### src/rtl/pc_fetch_ctrl_pkg.sv
// pc_fetch_ctrl_pkg: shared state encoding and PC width for the fetch sequencer
package pc_fetch_ctrl_pkg;
    localparam int PC_W = 16;
    typedef enum logic [1:0] {IDLE = 2'd0, FETCH = 2'd1, HOLD = 2'd2} state_e;
endpackage

### src/rtl/pc_fetch_ctrl_inc16.sv
// inc16: 16-bit incrementer, wraps 16'hFFFF to 16'h0000
module inc16 (
    output logic [15:0] out,
    input  logic [15:0] in
);
    assign out = in + 16'd1;
endmodule

### src/rtl/pc_fetch_ctrl.sv
// pc_fetch_ctrl: PC sequencer with req/ack instruction fetch and valid/ready delivery
module pc_fetch_ctrl
    import pc_fetch_ctrl_pkg::*;
#(
    parameter logic [PC_W-1:0] RESET_VECTOR = 16'h0000
) (
    input  logic            clk,
    input  logic            rst_n,
    input  logic            run,
    input  logic            jump_valid,
    input  logic [PC_W-1:0] jump_addr,
    output logic            imem_req,
    output logic [PC_W-1:0] imem_addr,
    input  logic            imem_ack,
    input  logic [PC_W-1:0] imem_rdata,
    output logic            instr_valid,
    output logic [PC_W-1:0] instr,
    output logic [PC_W-1:0] instr_pc,
    input  logic            instr_ready
);
    state_e            state_q, state_d;
    logic [PC_W-1:0]   pc_q, pc_d, pc_inc;
    logic [PC_W-1:0]   jump_tgt_q, jump_tgt_d;
    logic [PC_W-1:0]   instr_q, instr_d, instr_pc_q, instr_pc_d;
    logic              jump_pend_q, jump_pend_d;
    logic              instr_valid_q, instr_valid_d;
    logic              imem_req_q, imem_req_d;

    inc16 u_inc (.out(pc_inc), .in(pc_q));

    always_comb begin
        state_d       = state_q;
        pc_d          = pc_q;
        jump_pend_d   = jump_pend_q;
        jump_tgt_d    = jump_tgt_q;
        instr_valid_d = instr_valid_q;
        instr_d       = instr_q;
        instr_pc_d    = instr_pc_q;
        case (state_q)
            IDLE: begin
                if (jump_valid) pc_d = jump_addr;
                if (run) state_d = FETCH;
            end
            FETCH: begin
                if (imem_ack) begin
                    // a jump seen before or with the ack turns the returned word into a discard
                    if (jump_pend_q || jump_valid) begin
                        pc_d        = jump_valid ? jump_addr : jump_tgt_q;
                        jump_pend_d = 1'b0;
                    end else begin
                        instr_d       = imem_rdata;
                        instr_pc_d    = pc_q;
                        instr_valid_d = 1'b1;
                        state_d       = HOLD;
                    end
                end else if (jump_valid) begin
                    jump_pend_d = 1'b1;
                    jump_tgt_d  = jump_addr;
                end
            end
            HOLD: begin
                if (jump_valid || instr_ready) begin
                    pc_d          = jump_valid ? jump_addr : pc_inc;
                    instr_valid_d = 1'b0;
                    state_d       = run ? FETCH : IDLE;
                end
            end
            default: state_d = IDLE;
        endcase
        imem_req_d = (state_d == FETCH);
    end

    always_ff @(posedge clk or negedge rst_n) begin
        if (!rst_n) begin
            state_q       <= IDLE;
            pc_q          <= RESET_VECTOR;
            jump_pend_q   <= 1'b0;
            jump_tgt_q    <= '0;
            instr_valid_q <= 1'b0;
            instr_q       <= '0;
            instr_pc_q    <= '0;
            imem_req_q    <= 1'b0;
        end else begin
            state_q       <= state_d;
            pc_q          <= pc_d;
            jump_pend_q   <= jump_pend_d;
            jump_tgt_q    <= jump_tgt_d;
            instr_valid_q <= instr_valid_d;
            instr_q       <= instr_d;
            instr_pc_q    <= instr_pc_d;
            imem_req_q    <= imem_req_d;
        end
    end

    assign imem_req    = imem_req_q;
    assign imem_addr   = pc_q;
    assign instr_valid = instr_valid_q;
    assign instr       = instr_q;
    assign instr_pc    = instr_pc_q;
endmodule

### config.mk
export PLATFORM = sky130hd
export DESIGN_NAME = pc_fetch_ctrl
export DESIGN_NICKNAME = d
export VERILOG_FILES = /design/src/rtl/pc_fetch_ctrl_pkg.sv /design/src/rtl/pc_fetch_ctrl_inc16.sv /design/src/rtl/pc_fetch_ctrl.sv
export SDC_FILE = /design/constraint.sdc
export NUM_CORES = 1
export LEC_CHECK = 0
export ABC_CLOCK_PERIOD_IN_PS = 2300
export CAP_MARGIN = 20
export CORE_ASPECT_RATIO = 2
export CORE_UTILIZATION = 38
export DETAILED_ROUTE_END_ITERATION = 8
export DONT_BUFFER_PORTS = 1
export GPL_TIMING_DRIVEN = 0
export PLACE_DENSITY = 0.55
export SETUP_SLACK_MARGIN = 0.4
export SLEW_MARGIN = 10
export SYNTH_ARGS = -nofsm -noshare
export SYNTH_HDL_FRONTEND = slang
export SYNTH_HIERARCHICAL = 1
export SYNTH_SLANG_ARGS = --single-unit
### constraint.sdc
create_clock -name clk -period 2.3 [get_ports clk]
set_input_delay 0.115 -clock clk [delete_from_list [all_inputs] [get_ports clk]]
set_output_delay 0.115 -clock clk [all_outputs]
set_load 0.1 [all_outputs]
=== Yosys cells after proc, flatten, opt, wreduce, memory -nomap -nowiden ===
Cells that the tools add are included.

* Flip-flop bits (word level): 69
* Bits in latches: 0
* Memory bits (writable): 0
* Bits in read-only memories: 0
* Input port bits: 38
* Output and inout bits: 50
* Word-level logic and storage cells: 51
* Memories kept: 0

* Add/subtract/negate cells: 1
* Multipliers: 0
* Div/mod/pow operators: 0
* Order comparisons: 0
* Equal/unequal tests: 9
* Shifts and indexed selects: 0
* Multiplexer cells: 20
* Bitwise logic cells: 2
* Reductions and logical operators: 11

{| class="wikitable"
|+ Operators by type and width
! kind !! number
|-
| $mux W16 || 6
|-
| $pmux W16 S3 || 1
|-
| $add A16 B1 Y16 const B || 1
|-
| $ne A2 B2 Y1 const B || 5
|-
| $mux W2 || 4
|-
| $mux W1 || 7
|-
| $pmux W2 S3 || 1
|-
| $reduce_and A3 Y1 || 2
|-
| $reduce_and A5 Y1 || 1
|-
| $eq A2 B1 Y1 const B || 2
|-
| $reduce_and A4 Y1 || 1
|-
| $reduce_bool A2 Y1 || 2
|-
| $reduce_bool A3 Y1 || 1
|-
| $eq A2 B2 Y1 const B || 1
|-
| $logic_not A2 Y1 || 1
|-
| $logic_or A1 B1 Y1 || 2
|-
| $ne A2 B1 Y1 const B || 1
|-
| $not A1 Y1 || 2
|-
| $pmux W1 S2 || 1
|-
| $reduce_and A2 Y1 || 1
|}

=== Depth between registers and ports, before layout ===
Gate-level depths: netlist of the first run.

* Depth in word-level cells: 5
* Mapped depth: 8
* Depth with buffers taken out: 8

=== Hierarchy ===
Netlist of the first run, hierarchy kept.

{| class="wikitable"
|+ Modules (own cells, without submodules)
! module !! times used !! cells an instance !! area each (µm²) !! sequential area each (µm²)
|-
| pc_fetch_ctrl || 1 || 265 || 3662.3 || 1726.7
|-
| inc16 || 1 || 43 || 297.8 || 0.0
|}

=== Worst setup path before layout of the first run ===
Ideal clock, no wire load.

* Path type: reg2reg
* From: reg pc_q[0], in the netlist imem_addr[0]
* To: reg pc_q[12], in the netlist imem_addr[12]
* Library setup time: 0.126 ns
* Arrival time: 2.702 ns
* Data required time: 2.174 ns
* Path slack: -0.528 ns
* Stages on the path, launching flop included: 9
* Path buffers: 0
* Period minus slack after synthesis: 2.828 ns
* Cells stage by stage: dfrtp_1 > ha_1 > nand4_1 > nor4_1 > xor2_1 > mux2_2 > a22oi_2 > a21oi_1 > mux2_4

* Longest elaborated chain between the ends: 4

{| class="wikitable"
|+ RTL lines
! what !! RTL line !! source
|-
| start, declared || pc_fetch_ctrl.sv:22 || <nowiki>logic [PC_W-1:0] pc_q, pc_d, pc_inc;</nowiki>
|-
| start signal, assigned || pc_fetch_ctrl.sv:85 || <nowiki>pc_q <= pc_d;</nowiki>
|-
| $add A16 B1 Y16 || pc_fetch_ctrl_inc16.sv:6 || <nowiki>assign out = in + 16'd1;</nowiki>
|-
| net pc_inc[12] || pc_fetch_ctrl.sv:22 ||
|-
| $mux W16 || pc_fetch_ctrl.sv:63 || <nowiki>pc_d = jump_valid ? jump_addr : pc_inc;</nowiki>
|-
| $mux W16 || pc_fetch_ctrl.sv:62 || <nowiki>if (jump_valid || instr_ready) begin</nowiki>
|-
| $pmux W16 S3 || pc_fetch_ctrl.sv:39 || <nowiki>case (state_q)</nowiki>
|}

The timed path passes the listed nets, and every way through them passes these cells. The select of a mux whose other input is x is not followed.
A chain may end at the register's enable or synchronous reset.

=== Final worst setup path of the first run ===
* From: reg pc_q[1], in the netlist imem_addr[1]
* To: reg pc_q[14], in the netlist imem_addr[14]

Same word-level chain as after synthesis.

==> impl_metrics.env, run 1 <==
export IMPL_grt_max_degree=70
export IMPL_muxShareOfSynthArea_pct=30.0
export IMPL_die_w_um=74.2
export IMPL_layout_commonest_cell="dfrtp_1"
export IMPL_setup_ws_ns=-0.111
export IMPL_synthTopCellsByArea="dfrtp_1 (44%), mux2_2 (15%), mux2_4 (9.9%)"
export IMPL_clk_pin_slew_ns=0.06
export IMPL_routedWlPerCell_um=19.2
export IMPL_grt_ovfl_total=0
export IMPL_async_reset_ff_share_pct=100
export IMPL_clock_sinks=69
export IMPL_yosys_area_top_type_share_pct=43.6
export IMPL_dp_hpwl_mm=6.61
export IMPL_hold_viol=0
export IMPL_diodes=0
export IMPL_clock_latency_ns=0.33
export IMPL_synth_yosys_seq_area_share_pct=43.6
export IMPL_setup_viol=8
export IMPL_period_needed_ns=2.41
export IMPL_synth_top_family_by_area="multiplexers"
export IMPL_worstMarginPinSlew_ns=0.998
export IMPL_gp_congestion=0.836
export IMPL_worstPathMaxFanout=7
export IMPL_finalSetupTns_ns=-0.330
export IMPL_drt_first_pass_iters=4
export IMPL_arrival_ns=2.63
export IMPL_synth_adder_area_share_pct=1.90
export IMPL_synth_largest_area_cell="dfrtp_1"
export IMPL_rrSetupSlack_ns=-0.11
export IMPL_worstPathRequired_ns=2.52
export IMPL_finalMaxSlewViolations=0
export IMPL_vias_per_cell=5.25
export IMPL_grt_setup_unrepaired="true"
export IMPL_slowest_stage="dfrtp_4"
export IMPL_die_h_um=146
export IMPL_syn_avg_cell_area_sq_um=12.9
export IMPL_grt_pass1_vias=2991
export IMPL_layout_common_cells="dfrtp_1 (53), mux2_2 (45), mux2_4 (35), dlygate4sd3_1 (34), a21oi_1 (20)"
export IMPL_synth_compound_area_share_pct=9.73
export IMPL_dr_total_vias=2677
export IMPL_hold_class="in -> reg"
export IMPL_worstSetupPathType="reg -> reg"
export IMPL_die_area_sq_mm=0.0109
export IMPL_antenna_found_initial=0
export IMPL_core_sq_mm=0.0101
export IMPL_status="complete, but fails checks"
export IMPL_fin_crit_sh_pct=105
export IMPL_netlist_area_sq_mm=0.00396
export IMPL_yosysWarnings=6
export IMPL_fmax_ghz=0.415
export IMPL_ys_seq_elements=69
export IMPL_cts_tree="built"
export IMPL_synth_edf_count=0
export IMPL_final_area_sq_mm=0.00518
export IMPL_multi_input_area_sq_mm=0.00223
export IMPL_crit_chain="ha_4, nand4_1, buf_6, nor4_4, xor2_1, mux2_2, a22oi_2, a21oi_2, mux2_4"
export IMPL_drtIter0Drc=115
export IMPL_start_kind="flip-flop"
export IMPL_area_growth_pct=30.9
export IMPL_final_nets=414
export IMPL_cts_path_max_buffers=2
export IMPL_port_buffers=0
export IMPL_pin_count=88
export IMPL_final_layout_size_suffix_gt1_share_pct=49.6
export IMPL_synth_simple_area_share_pct=7.24
export IMPL_ys_types=37
export IMPL_ant_nets=0
export IMPL_dpl_cell_area_sq_mm=0.00425
export IMPL_initial_utilization_pct=39.0
export IMPL_max_stage_delay_ns=0.68
export IMPL_seq_area_sq_mm=0.00178
export IMPL_drt_wl_total_mm=9.78
export IMPL_fillers=922
export IMPL_numCtsBuffers=9
export IMPL_grt_util_all_layers_pct=19.7
export IMPL_rows=52
export IMPL_synth_nets=352
export IMPL_cts_root_buf="clkbuf_16"
export IMPL_yosys_most_used_dff="dfrtp_1"
export IMPL_htreeDepth=3
export IMPL_cp_end_kind="flip-flop"
export IMPL_synthXorXnorAreaFrac_pct=3.10
export IMPL_netlist_instances=308
export IMPL_drc=0
export IMPL_violations="setup timing"
export IMPL_grt_pass1_wl_mm=15.7
export IMPL_max_cap_violations=0
export IMPL_relSlewSlack_pct=33.5
export IMPL_skew_ns=0.00498
==> routing by layer <==
layer / routed length [um] / GRT usage (%) / vias to the layer above / part of all wire (%)
met5: 0 / 0 / - / 0
met4: 297 / 11.2 / 0 / 3.0
met3: 428 / 5.52 / 23 / 4.4
met2: 5580 / 34.9 / 82 / 57
met1: 3470 / 19.5 / 1339 / 36
li1: - / - / 1233 / -
==> registers in the layout, indices dropped and copies added (netlist names) <==
register / flops
imem_addr: 16
imem_req: 1
instr: 16
instr_pc: 16
instr_valid: 1
jump_pend_q: 1
jump_tgt_q: 16
state_q: 2
==> synth_stat cells, types with 4 or more instances <==
library cell	n
nor3_1	5
mux2_2	54
buf_4	5
a22oi_2	16
inv_1	9
ha_1	6
mux2_4	26
a21oi_1	23
buf_2	6
nand2_1	7
xnor2_1	5
mux2_1	16
nor2_1	21
xor2_1	9
dfrtp_1	69
nand3_1	4
==> worst paths after layout <==
check / from / to / cells after the start
worst max-delay path: imem_addr[1] / imem_addr[14] / 9
worst min-delay path: run / state_q[0] / 2
worst max register to register: imem_addr[1] / imem_addr[14] / 9
worst min register to register: jump_tgt_q[10] / jump_tgt_q[10] / 1
max in group asynchronous: rst_n / state_q[0] / 2
min in group asynchronous: rst_n / instr_pc[0] / 2
==> area by class of cell <==
type | instances | share of cell area, %
Clock inverter | 6 | 1.21
Buffer | 17 | 3.02
Timing Repair Buffer | 51 | 9.78
Multi-Input combinational cell | 212 | 43.0
Tap cell | 135 | 3.26
Inverter | 10 | 0.724
Clock buffer | 10 | 4.61
Sequential cell | 69 | 34.4
==> repair_timing <==
item	CTS	global route
hold buffers	35	0
endpoints found under the setup margin	46	49
gates resized for setup	21	13
setup buffers	12	3
cloned	1	0
endpoints found under the hold margin	102	0
pin swaps	12	7
==> cells by family (layout without fill, tap and decap cells) <==
logic type / after synthesis / after routing
AO/OA/AOI/OAI: 44 / 44
XOR/XNOR: 14 / 14
adder cells (fa/ha/maj): 6 / 6
buffers and inverters: 27 / 94
flip-flops: 69 / 69
multiplexers: 97 / 97
AND/OR/NAND/NOR: 51 / 51
==> worst max-delay path, delay by kind of cell, from the launching register on <==
family	cells	cell delay [ns]
compound gates	2	0.26
xor+xnor	1	0.12
fa+ha+maj	1	0.21
buf+inv	1	0.18
flops	1	0.68
mux	2	0.54
simple gates	2	0.28
==> per-stage QoR <==
stage	setup WS [ns]	cells	hold slack, ns	utilization [%]
4_1_cts	-0.0726	507	0.0273	50.3
5_1_grt	-0.145	510	0.0337	51.1
6_report	-0.111	510	0.0356	51.1
3_5_place_dp	-0.267	443	-0.179	41.9
3_3_place_gp	-0.247	443	-0.179	41.9
2_1_floorplan	0.0181	308	-0.181	-
Power of run 1 is not shown: default switching activity piles up to over one toggle a cycle in this logic, so the estimate is an artifact.
==> run 2: changes to the inputs <==
- ABC_AREA: default -> 1
- HOLD_SLACK_MARGIN: default -> 0.06
- PLACE_DENSITY: 0.55 -> 0.61
==> impl_metrics.env, run 2 <==
export IMPL_async_reset_ff_share_pct=100
export IMPL_numCtsBuffers=9
export IMPL_hold_end="state_q[1]"
export IMPL_core_sq_mm=0.00983
export IMPL_slowest_stage="dfrtp_4"
export IMPL_yosys_most_used_dff="dfrtp_1"
export IMPL_worstMarginPinSlew_ns=1.02
export IMPL_grt_max_degree=70
export IMPL_ys_seq_elements=69
export IMPL_worstSetupPathType="reg -> reg"
export IMPL_cp_end_kind="flip-flop"
export IMPL_cts_root_buf="clkbuf_16"
export IMPL_synth_edf_count=0
export IMPL_worstPathMaxFanout=6
export IMPL_final_layout_size_suffix_gt1_share_pct=19.8
export IMPL_grt_setup_unrepaired="true"
export IMPL_worstSetupStartpoint="imem_addr[1]"
export IMPL_clock_sinks=69
export IMPL_pin_count=88
export IMPL_yosysMostFrequentCell="nand2_1"
export IMPL_r2r_end="imem_addr[10]"
export IMPL_drc=0
export IMPL_crit_chain="ha_4, nand3_4, inv_4, nand2_4, o21ai_1, nand2_1, nand2_1, nand2_1, nand2_1, nand3_1, nand3_1, nand2_1"
export IMPL_netlist_area_sq_mm=0.00386
export IMPL_clock_latency_ns=0.33
export IMPL_cts_tree="built"
export IMPL_top_layer_used="met4"
export IMPL_arrival_ns=2.06
export IMPL_hold_viol=0
export IMPL_min_from="imem_ack"
export IMPL_drt_first_pass_iters=4
export IMPL_drt_wl_total_mm=10.4
export IMPL_fillers=982
export IMPL_netlist_instances=516
export IMPL_syn_avg_cell_area_sq_um=7.49
export IMPL_gp_congestion=0.914
export IMPL_die_area_sq_mm=0.0106
export IMPL_setup_viol=0
export IMPL_synthTopCellsByArea="dfrtp_1 (45%), nand2_1 (27%), nand3_1 (5.2%)"
export IMPL_drtIter0Drc=164
export IMPL_r2r_cells=12
export IMPL_synth_commonest_cells="nand2_1 (276), dfrtp_1 (69), nand3_1 (40)"
export IMPL_wl_met2_mm=5.89
export IMPL_die_h_um=145
export IMPL_finalMaxSlewViolations=0
export IMPL_final_nets=610
export IMPL_yosys_area_top_type_share_pct=44.7
export IMPL_grt_util_all_layers_pct=20.7
export IMPL_synth_largest_area_cell="dfrtp_1"
export IMPL_fmax_ghz=0.543
export IMPL_rows=51
export IMPL_relSlewSlack_pct=32.1
export IMPL_antenna_found_initial=0
export IMPL_grt_pass1_wl_mm=16.6
export IMPL_area_growth_pct=26.0
export IMPL_synth_yosys_seq_area_share_pct=44.7
export IMPL_layout_common_cells="nand2_1 (276), dfrtp_1 (53), nand3_1 (38), dlygate4sd3_1 (36)"
export IMPL_htreeDepth=3
export IMPL_worstPathRequired_ns=2.52
export IMPL_initial_utilization_pct=39.3
export IMPL_hold_class="in -> reg"
export IMPL_fin_crit_sh_pct=80.1
export IMPL_dr_total_vias=3406
export IMPL_skew_ns=0.00582
export IMPL_rrSetupSlack_ns=0.46
export IMPL_ant_nets=0
export IMPL_diodes=0
export IMPL_start_kind="flip-flop"
export IMPL_crit_top_cell="nand2_1"
export IMPL_die_w_um=73.3
export IMPL_synth_nets=560
export IMPL_layout_commonest_cell="nand2_1"
export IMPL_status="finished clean"
export IMPL_ys_types=31
export IMPL_clk_pin_slew_ns=0.06
export IMPL_period_needed_ns=1.84
export IMPL_cts_path_max_buffers=2
export IMPL_vias_per_cell=4.84
export IMPL_route_met3_wl_um=443
export IMPL_worstHoldPathCells=2
export IMPL_routedWlPerCell_um=14.9
export IMPL_finalSetupTns_ns=0
export IMPL_grt_pass1_vias=3550
export IMPL_max_stage_delay_ns=0.66
export IMPL_yosysWarnings=6
export IMPL_port_buffers=0
export IMPL_max_cap_violations=0
export IMPL_grt_ovfl_total=0
export IMPL_dp_hpwl_mm=7.56
export IMPL_m1WireLength_mm=3.75
export IMPL_reg2reg_from="imem_addr[1]"
-- run 2: cell type report --
class | instances | area, sq um | area share (%)
sequential | 69 | 1780 | 36.5
tap | 132 | 165 | 3.39
clock buffer | 13 | 270 | 5.55
buffer | 21 | 130 | 2.67
clock inverter | 3 | 42.5 | 0.873
inverter | 20 | 80.1 | 1.64
multi-input combinational | 406 | 2000 | 41.1
timing repair buffer | 39 | 403 | 8.27
-- run 2: cells by family after synthesis --
| logic type | Yosys count | share of synthesized area, % |
|---|---|---|
| simple gates | 366 | 40.8 |
| flops | 69 | 44.7 |
| buf+inv | 41 | 4.89 |
| mux | 16 | 4.66 |
| compound gates | 11 | 1.46 |
| xor+xnor | 7 | 1.59 |
| fa+ha+maj | 6 | 1.94 |
-- run 2: per-stage QoR --
step	instances	worst slack, ns	hold slack, ns	utilization [%]	cell area (sq um)
finish	703	0.459	0.0806	49.6	4870
global route	703	0.371	0.0981	49.6	4870
CTS	700	0.387	0.0176	48.7	4780
detailed placement	648	0.166	-0.178	41.2	4050
global placement	648	0.189	-0.179	41.2	4050
floorplan	516	0.406	-0.181	-	3880
-- run 2: worst max-delay path by stage --
stage	to	slack [ns]
floorplan	imem_addr[14]	0.41
global placement	imem_addr[10]	0.19
detailed placement	imem_addr[10]	0.17
CTS	imem_addr[10]	0.39
global route	imem_addr[12]	0.37
finish	imem_addr[10]	0.46
-- run 2: layer usage --
metal  vias to the layer above  track usage (%)
li1                       1706                -
met1                      1584             20.0
met2                        93             39.7
met3                        23             4.18
met4                         0             10.9
met5                         -                0
-- run 2: critical path, delay by kind of cell, from the launching register on --
kind | cells | cell delay [ns]
AO/OA/AOI/OAI | 1 | 0.13
adder cells (fa/ha/maj) | 1 | 0.22
buffers and inverters | 1 | 0.11
flip-flops | 1 | 0.66
AND/OR/NAND/NOR | 9 | 0.63
-- run 2: repair_timing --
action	4_1_cts	5_1_grt
endpoints found under the hold margin	103	1
hold buffers	36	1
resized for setup	16	26
pin swaps	0	3
buffers inserted	0	2
setup endpoints to repair	38	55
Power of run 2 is left out for the same reason.
==> run 3: changes to the inputs <==
- ABC_CLOCK_PERIOD_IN_PS: 2300 -> 1550
- PLACE_DENSITY: 0.61 -> 0.63
- clock period: 2.3 -> 1.55 ns (I/O delays scaled with it)
==> impl_metrics.env, run 3 (same netlist as run 2, synthesis figures left out) <==
export IMPL_status="complete, but fails checks"
export IMPL_violations="hold timing, setup timing"
export IMPL_worstPathRequired_ns=1.77
export IMPL_cts_path_max_buffers=2
export IMPL_grt_max_degree=70
export IMPL_grt_most_used_layer="met2"
export IMPL_die_h_um=145
export IMPL_final_layout_size_suffix_gt1_share_pct=44.9
export IMPL_worstSetupPathType="reg -> reg"
export IMPL_start_kind="flip-flop"
export IMPL_antenna_found_initial=0
export IMPL_relSlewSlack_pct=35.5
export IMPL_drtIter0Drc=225
export IMPL_worstMarginPinSlew_ns=0.968
export IMPL_rows=51
export IMPL_gr_usage_met2_pct=47.1
export IMPL_grt_setup_unrepaired="true"
export IMPL_vias_per_cell=5.01
export IMPL_grt_util_all_layers_pct=24.4
export IMPL_setup_ws_ns=-0.378
export IMPL_grt_pass1_vias=3822
export IMPL_finalMaxSlewViolations=0
export IMPL_ant_nets=0
export IMPL_dp_hpwl_mm=7.70
export IMPL_hold_class="in -> async"
export IMPL_hold_viol=70
export IMPL_layout_common_cells="nand2_1 (207), nand2_2 (57), dlygate4sd3_1 (34), nand3_1 (32), dfrtp_2 (29)"
export IMPL_max_cap_violations=0
export IMPL_diodes=0
export IMPL_gr_usage_met3_pct=4.53
export IMPL_layout_commonest_cell="nand2_1"
export IMPL_fmax_ghz=0.519
export IMPL_pin_count=88
export IMPL_final_nets=645
export IMPL_cts_root_buf="clkbuf_16"
export IMPL_initial_utilization_pct=39.3
export IMPL_port_buffers=0
export IMPL_cts_tree="built"
export IMPL_gp_congestion=0.831
export IMPL_setup_viol=30
export IMPL_htreeDepth=3
export IMPL_core_sq_mm=0.00983
export IMPL_grt_pass1_wl_mm=19.1
export IMPL_fin_crit_sh_pct=124
export IMPL_cp_end_kind="flip-flop"
export IMPL_clk_pin_slew_ns=0.06
export IMPL_drt_first_pass_iters=4
export IMPL_clock_sinks=69
export IMPL_area_growth_pct=55.4
export IMPL_skew_ns=0.00852
export IMPL_dr_total_vias=3696
export IMPL_drt_wl_total_mm=12.5
export IMPL_grtUsageMet1_pct=22.1
export IMPL_routedWlPerCell_um=17.0
export IMPL_die_area_sq_mm=0.0106
export IMPL_period_needed_ns=1.93
export IMPL_grt_ovfl_total=0
export IMPL_fin_hold_ws_ns=-0.567
export IMPL_drc=0
export IMPL_clock_latency_ns=0.34
export IMPL_fillers=819
export IMPL_arrival_ns=2.15
export IMPL_die_w_um=73.3
export IMPL_numCtsBuffers=9
export IMPL_worstPathMaxFanout=6
[run 3: metrics by stage]
stage / util [%] / setup TNS (ns) / instance area, sq um / std cells / worst slack (ns)
floorplan: - / -0.454 / 4140 / 516 / -0.119
global placement: 43.8 / -4.15 / 4300 / 648 / -0.291
detailed placement: 43.8 / -4.93 / 4300 / 648 / -0.316
CTS: 58.8 / -3.08 / 5780 / 734 / -0.281
global route: 61.1 / -6.35 / 6010 / 738 / -0.436
finish: 61.1 / -3.15 / 6010 / 738 / -0.378
[run 3: repair_timing]
action                                  in CTS  in global routing
cloned                                       9                  0
gates resized for setup                    124                 59
hold endpoints to repair                   119                 71
pin swaps                                   44                 41
hold buffers                                33                  1
buffers inserted                            28                  3
endpoints found under the setup margin     106                 77
[run 3: worst max-delay path, cell delays in order (launching register included)]
cell	delay [ns]
dfrtp_4	0.66
ha_4	0.22
nand3_4	0.12
buf_4	0.18
buf_6	0.11
xnor2_4	0.13
nand2_1	0.08
nand2_1	0.05
nand2_1	0.06
nand3_1	0.08
nand3_2	0.07
nand2_1	0.05
[run 3: final timing paths]
path                                    start            end  slack [ns]  cells after the start
worst min register to register  jump_tgt_q[7]  jump_tgt_q[7]        0.51                      1
max in group asynchronous               rst_n  imem_addr[11]        1.96                      0
worst min-delay path                    rst_n     state_q[1]       -0.57                      0
worst max-delay path             imem_addr[1]   imem_addr[4]       -0.38                     11
worst max register to register   imem_addr[1]   imem_addr[4]       -0.38                     11
min in group clk                   jump_valid    jump_pend_q       -0.04                      2
[run 3: routing by layer]
layer,share of wire (%),wire [um]
met4,5.6,698
met3,4.5,563
met1,33,4080
met5,0,0
met2,57,7180
[run 3: layout make-up]
class / count / area (sq um) / area share [%]
Buffer: 21 / 249 / 4.14
Sequential cell: 69 / 1820 / 30.3
Inverter: 20 / 85.1 / 1.42
Tap cell: 132 / 165 / 2.75
Clock buffer: 10 / 229 / 3.81
Timing Repair Buffer: 74 / 903 / 15.0
Multi-Input combinational cell: 406 / 2460 / 41.0
Clock inverter: 6 / 88.8 / 1.48
Power of run 3 is left out for the same reason.
